<file path="config.mk">
export PLATFORM = sky130hd
export DESIGN_NAME = fmap_stream_reader
export DESIGN_NICKNAME = d
export VERILOG_FILES = /design/src/rtl/fmap_pkg.sv /design/src/rtl/fmap_skid_buf.sv /design/src/rtl/fmap_stream_reader.sv
export SDC_FILE = /design/constraint.sdc
export NUM_CORES = 1
export LEC_CHECK = 0
export BUFFER_PORTS_ARGS = -buffer_cell sky130_fd_sc_hd__buf_2
export CORE_ASPECT_RATIO = 0.9
export CORE_MARGIN = 1
export CORE_UTILIZATION = 55
export DETAILED_ROUTE_END_ITERATION = 7
export PLACE_DENSITY_LB_ADDON = 0.12
export SLEW_MARGIN = 20
export SYNTH_ARGS = -nofsm -noshare
export SYNTH_HDL_FRONTEND = slang
export SYNTH_HIERARCHICAL = 1
export SYNTH_SLANG_ARGS = --single-unit
</file>
<file path="constraint.sdc">
create_clock -name clk -period 2.6 [get_ports clk]
set_input_delay 0.52 -clock clk [delete_from_list [all_inputs] [get_ports clk]]
set_output_delay 0.52 -clock clk [all_outputs]
set_load 0.05 [all_outputs]
</file>
<file path="src/rtl/fmap_pkg.sv">
// Shared state encoding, default geometry and width helper for the
// feature-map stream reader.
package fmap_pkg;

  typedef enum logic [1:0] {
    ST_IDLE  = 2'd0,
    ST_READ  = 2'd1,
    ST_DRAIN = 2'd2,
    ST_DONE  = 2'd3
  } fmap_state_t;

  localparam int FMAP_DWIDTH = 32;
  localparam int FMAP_WIDTH  = 56;
  localparam int FMAP_HEIGHT = 56;

  function automatic int clog2_min1(input int v);
    return (v > 1) ? $clog2(v) : 1;
  endfunction

endpackage

</file>
<file path="src/rtl/fmap_skid_buf.sv">
// Two-entry elastic buffer: absorbs the one-cycle read latency so the
// stream can stall without losing beats that are already in flight.
module fmap_skid_buf #(
  parameter int PWIDTH = 33
) (
  input  logic              clk,
  input  logic              resetn,
  input  logic              in_valid,
  output logic              in_ready,
  input  logic [PWIDTH-1:0] in_data,
  output logic              out_valid,
  input  logic              out_ready,
  output logic [PWIDTH-1:0] out_data,
  output logic [1:0]        level
);

  logic [PWIDTH-1:0] head;
  logic [PWIDTH-1:0] tail;
  logic [1:0]        count;
  logic              push;
  logic              pop;

  assign in_ready  = (count != 2'd2) || out_ready;
  assign out_valid = (count != 2'd0);
  assign out_data  = head;
  assign level     = count;
  assign push      = in_valid && in_ready;
  assign pop       = out_valid && out_ready;

  always_ff @(posedge clk or negedge resetn) begin
    if (!resetn) begin
      count <= 2'd0;
      head  <= '0;
      tail  <= '0;
    end else begin
      case ({push, pop})
        2'b10: begin
          if (count == 2'd0) head <= in_data;
          else               tail <= in_data;
          count <= count + 2'd1;
        end
        2'b01: begin
          head  <= tail;
          count <= count - 2'd1;
        end
        2'b11: begin
          if (count == 2'd1) begin
            head <= in_data;
          end else begin
            head <= tail;
            tail <= in_data;
          end
        end
        default: ;
      endcase
    end
  end

endmodule

</file>
<file path="src/rtl/fmap_stream_reader.sv">
// Streams NUM_IMG feature maps out of a 1-cycle-latency buffer with
// backpressure. Optional sof/eof frame marks: define FMAP_FRAME_MARK_EN.
module fmap_stream_reader
  import fmap_pkg::*;
#(
  parameter  int DWIDTH  = FMAP_DWIDTH,
  parameter  int WIDTH   = FMAP_WIDTH,
  parameter  int HEIGHT  = FMAP_HEIGHT,
  parameter  int NUM_IMG = 1,
  localparam int AWIDTH  = clog2_min1(NUM_IMG * WIDTH * HEIGHT),
  localparam int IWIDTH  = clog2_min1(NUM_IMG)
) (
  input  logic              clk,
  input  logic              resetn,
  input  logic              start,
  output logic              mem_rden,
  output logic [AWIDTH-1:0] mem_addr,
  input  logic [DWIDTH-1:0] mem_rdata,
  output logic [DWIDTH-1:0] data_out,
  output logic              data_valid_out,
  input  logic              data_ready_in,
  output logic [IWIDTH-1:0] image_class,
  output logic              busy,
  output logic              done
`ifdef FMAP_FRAME_MARK_EN
  ,
  output logic              sof,
  output logic              eof
`endif
);

  localparam int IMG_PIX = WIDTH * HEIGHT;
  localparam int TOTAL   = NUM_IMG * IMG_PIX;
  localparam int PXW     = clog2_min1(IMG_PIX);
  localparam int CWIDTH  = $clog2(TOTAL + 1);
  localparam logic [AWIDTH-1:0] LAST_ADDR = AWIDTH'(TOTAL - 1);
  localparam logic [PXW-1:0]    LAST_PIX  = PXW'(IMG_PIX - 1);
  localparam logic [CWIDTH-1:0] LAST_BEAT = CWIDTH'(TOTAL - 1);

  fmap_state_t        state, state_nxt;
  logic               run_start;
  logic [PXW-1:0]     iss_pix;
  logic [IWIDTH-1:0]  iss_cls;
  logic [CWIDTH-1:0]  beat_cnt;
  logic               rd_vld_p0;
  logic [IWIDTH-1:0]  rd_cls_p0;
  logic               buf_in_ready;
  logic [1:0]         buf_level;
  logic [1:0]         occ;
  logic               beat_pop;
  logic               room;

  assign run_start = (state == ST_IDLE) && start;
  assign beat_pop  = data_valid_out && data_ready_in;
  // Credit check: buffered beats plus the read in flight must fit after this cycle's pop.
  assign occ       = buf_level + {1'b0, rd_vld_p0};
  assign room      = beat_pop ? (occ <= 2'd2) : (occ < 2'd2);

  always_ff @(posedge clk or negedge resetn) begin
    if (!resetn) state <= ST_IDLE;
    else         state <= state_nxt;
  end

  always_comb begin
    state_nxt = state;
    case (state)
      ST_IDLE:  if (start) state_nxt = ST_READ;
      ST_READ:  if (mem_rden && (mem_addr == LAST_ADDR)) state_nxt = ST_DRAIN;
      ST_DRAIN: if (beat_pop && (beat_cnt == LAST_BEAT)) state_nxt = ST_DONE;
      ST_DONE:  state_nxt = ST_IDLE;
      default:  state_nxt = ST_IDLE;
    endcase
  end

  always_comb begin
    mem_rden = (state == ST_READ) && room;
    busy     = (state != ST_IDLE);
    done     = (state == ST_DONE);
  end

  always_ff @(posedge clk or negedge resetn) begin
    if (!resetn) begin
      mem_addr  <= '0;
      iss_pix   <= '0;
      iss_cls   <= '0;
      beat_cnt  <= '0;
      rd_vld_p0 <= 1'b0;
    end else begin
      rd_vld_p0 <= mem_rden;
      if (run_start) begin
        mem_addr <= '0;
        iss_pix  <= '0;
        iss_cls  <= '0;
        beat_cnt <= '0;
      end else begin
        if (mem_rden) begin
          if (mem_addr != LAST_ADDR) mem_addr <= mem_addr + 1'b1;
          if (iss_pix == LAST_PIX) begin
            iss_pix <= '0;
            iss_cls <= iss_cls + 1'b1;
          end else begin
            iss_pix <= iss_pix + 1'b1;
          end
        end
        if (beat_pop) beat_cnt <= beat_cnt + 1'b1;
      end
    end
  end

  // Stage p0: image index travels with the read it was issued for.
  always_ff @(posedge clk) begin
    rd_cls_p0 <= iss_cls;
  end

  fmap_skid_buf #(.PWIDTH(DWIDTH + IWIDTH)) u_skid (
    .clk       (clk),
    .resetn    (resetn),
    .in_valid  (rd_vld_p0),
    .in_ready  (buf_in_ready),
    .in_data   ({rd_cls_p0, mem_rdata}),
    .out_valid (data_valid_out),
    .out_ready (data_ready_in),
    .out_data  ({image_class, data_out}),
    .level     (buf_level)
  );

`ifdef FMAP_FRAME_MARK_EN
  logic [PXW-1:0] out_pix;

  always_ff @(posedge clk or negedge resetn) begin
    if (!resetn) begin
      out_pix <= '0;
    end else if (run_start) begin
      out_pix <= '0;
    end else if (beat_pop) begin
      out_pix <= (out_pix == LAST_PIX) ? '0 : out_pix + 1'b1;
    end
  end

  assign sof = data_valid_out && (out_pix == '0);
  assign eof = data_valid_out && (out_pix == LAST_PIX);
`endif

endmodule

</file>
==> impl_results.md <==
- CP peak stage delay: roughly 0.44 ns
- Post-Synth Adder-Cell Area: 3.57%
- Post-Route WL: 10,300 um
- H-tree depth: 3
- Initial antenna violation count: 0
- IO buf count: 84
- Peak VDD IR: 0.767 mV
- Gpl congestion: 0.783
- Fin nets: approximately 610
- PD cells: 1350 nW/um^2
- Mean Syn Cell Area: roughly 11 um^2
- Post-CTS setup buffers: 0
- Lkg Pwr: 0.00287 uW
- DRT iter0 DRCs: 207
- CP Max Fanout: 6
- Final HPWL DP: between 7000 and 8000 um
- Number of global-route vias before repair: 3,674
- Drt drc: 0
- CP arrival: 1.91 ns
- Largest net degree at the start of global routing: between 60 and 70
- Compound-Gate Fraction of Synth Area: around an eighth
- Multiplexer share of the synthesized area: 9.51%
- Die Y: approximately 95 um
- Crit Path Class: flip-flop to primary output
- Area growth syn-to-layout: 13.7%
- DIE AREA: approximately 9900 um^2
- Clk_lat worst skew: 0.37 ns
- Fraction of layout cells with a size suffix above 1: 28.4%
- Mapped cell area: 5250 um^2
- Longest Clk Path Bufs: 2
- Outcome: finished clean
- Post-synth top area share: between 50% and 60%
- Post-synth EDFFs: 0
- Detailed-router iteration count before antenna repair: 5
- Tot Pwr: about 8000 uW
- Critical path's slowest cell: dfrtp_1
- Die X: around 110 um
- Clk_skew: 0.0187 ns
- Final setup violation count: 0
- FF+latch area: 2720 um^2
- Synth Area in Simple Gates: 13.6%
- Dominant delay contributor by cell family on the critical path: buffers and inverters
- Tmin final: 2.43 ns
- Core footprint: 9210 um^2
- Cell mode on critical path: inv_2
- Total vias in the final route: ~3,800
- CTS tree: yes
- TritonCTS Buffers: 9
- Achievable Freq: 0.412 GHz
- Mapped Nets: around 520
- Synth top area cells: dfrtp_1 (51%), mux2_4 (8.9%), a22oi_1 (4.7%)
- Xor and xnor fraction of the mapped netlist area: under 10%
- Worst Max-Slew Pin Slew: about 0.6 ns
- Global-route wire length before repair: 17,600 um
- WL/cell: around 15 um
- Fillers: 742
- RSZ-0062 raised after global routing: false
- Count leader, synth: dfrtp_1
- Library cells used by synthesis: 52
- Largest family of logic cells by synthesized area: simple AND/OR/NAND/NOR gates
- Yosys warning count: 6
- Ys async rst share: 99.1%
- Buf+Inv Stages, Crit Path: 4
- HP Class: input port to async pin
- Multi-input gate area: 2290 um^2
- Fin Setup TNS: 0 ns
- Antenna cell count: 0
- Initial core utilization: 57.0%
- Commonest cells post-synth: dfrtp_1 (108), nand2_1 (62), a22oi_1 (33)
- Critical path required time: 2.08 ns
- CP Cell Sequence: inv_1, ha_1, inv_2, and3b_1, o21ai_1, inv_2, buf_4
- IO Pins: 85
- Hold Fails Final Rpt: 0
- Cell taking the most area after synthesis: dfrtp_1
- Fin crit share: slightly above 90%
- #FFs+latches synth: 109
- DR vias/cell: 5.56
- Clock slew at reported path FFs: 0.11 ns
- Root buffer cell: clkbuf_8
- Main synth FF type: dfrtp_1
- Clk sinks: 109
- Slew Viols, Final: 0
- Critical Path End Type: primary output
- Slew margin rel.: about three fifths
- Critical Path Source Type: flip-flop
- GRT overflow: 0
- Gate Count Post-Synth: 473
- Routed Antenna Nets: 0
- Total of max-cap violations: 0
- Seq/Total Area, Yosys: 51.8%
- Row Count: 33
- GRT Util Overall: 22.2%
[worst reg2reg max path, cell delays in order, from the launching register on]
cell	delay, ns
dfrtp_1	0.43
or4_1	0.54
or4_1	0.60
o21ai_4	0.21
o211ai_2	0.12
mux2_4	0.32
[through the flow]
stage	setup slack [ns]	instances	hold WS (ns)	instance area [um^2]	utilization [%]
after floorplan	0.273	473	0.224	5250	-
after global placement	0.385	666	0.388	5770	62.7
after detailed placement	0.294	666	0.398	5770	62.7
after CTS	0.0345	682	0.102	5970	64.8
after global routing	0.0126	682	0.118	5970	64.9
final	0.174	682	0.0938	5970	64.9
[repair_timing]
item,CTS,global route
setup endpoints to repair,0,1
gates resized for setup,0,3
hold buffers,0,0
hold endpoints to repair,0,0
[power by group]
group          internal (uW)  switching (uW)
Combinational           1600            2650
Clock                    399             608
Sequential              2360             436
[area by class of cell]
cell class | instances | area share [%]
multi-input combinational | 326 | 38.4
inverter | 15 | 0.943
clock buffer | 10 | 2.30
tap | 122 | 2.56
sequential | 109 | 45.6
clock inverter | 6 | 1.01
timing repair buffer | 94 | 9.22
[cell families after synthesis]
kind of cell	after synthesis
xor+xnor	26
compound gates	98
buf+inv	38
simple gates	153
mux	34
flops	109
fa+ha+maj	15
[flip-flops by register name, summed over array words and instances (netlist names)]
signal / cells
u_skid/tail: 33
u_skid/out_data: 33
rd_vld_p0: 1
beat_cnt: 12
mem_addr: 12
iss_pix: 12
state: 2
u_skid/level: 2
iss_cls: 1
rd_cls_p0: 1
[layer usage]
metal | track usage (%) | wire, um
met1 | 31.3 | 4930
met2 | 34.8 | 4820
met3 | 3.66 | 442
met4 | 8.45 | 144
met5 | 0 | 0
[layout by cell type, fill, tap and decap left out, types with 4 or more instances in the layout]
cell type / synthesis / layout
a22oi_1: 33 / 33
buf_2: 6 / 82
nand2_1: 62 / 62
ha_1: 15 / 15
dfrtp_1: 108 / 108
clkbuf_8: 0 / 10
buf_4: 2 / 8
o21ai_1: 31 / 31
xnor2_1: 13 / 13
inv_1: 13 / 12
xor2_1: 13 / 13
inv_6: 0 / 4
o21ai_0: 13 / 13
nor2_1: 31 / 31
and3_1: 4 / 4
nor3_1: 7 / 7
nand4_1: 5 / 5
a21oi_1: 6 / 6
mux2_4: 31 / 31
nand3_1: 16 / 16
buf_12: 3 / 4
[final timing paths]
path                            startpoint                  end  slack, ns  cells past startpoint
max in group asynchronous           resetn  u_skid/out_data[22]       1.81                      2
max reg2reg                    mem_addr[8]             state[1]       0.28                      5
min reg2reg                        iss_cls            rd_cls_p0       0.42                      0
min in group clk             mem_rdata[11]      u_skid/tail[11]       0.39                      2
max                        u_skid/level[0]             mem_rden       0.17                      7
min                                 resetn          beat_cnt[2]       0.09                      1
No activity file was read; power rests on OpenSTA's default activity.
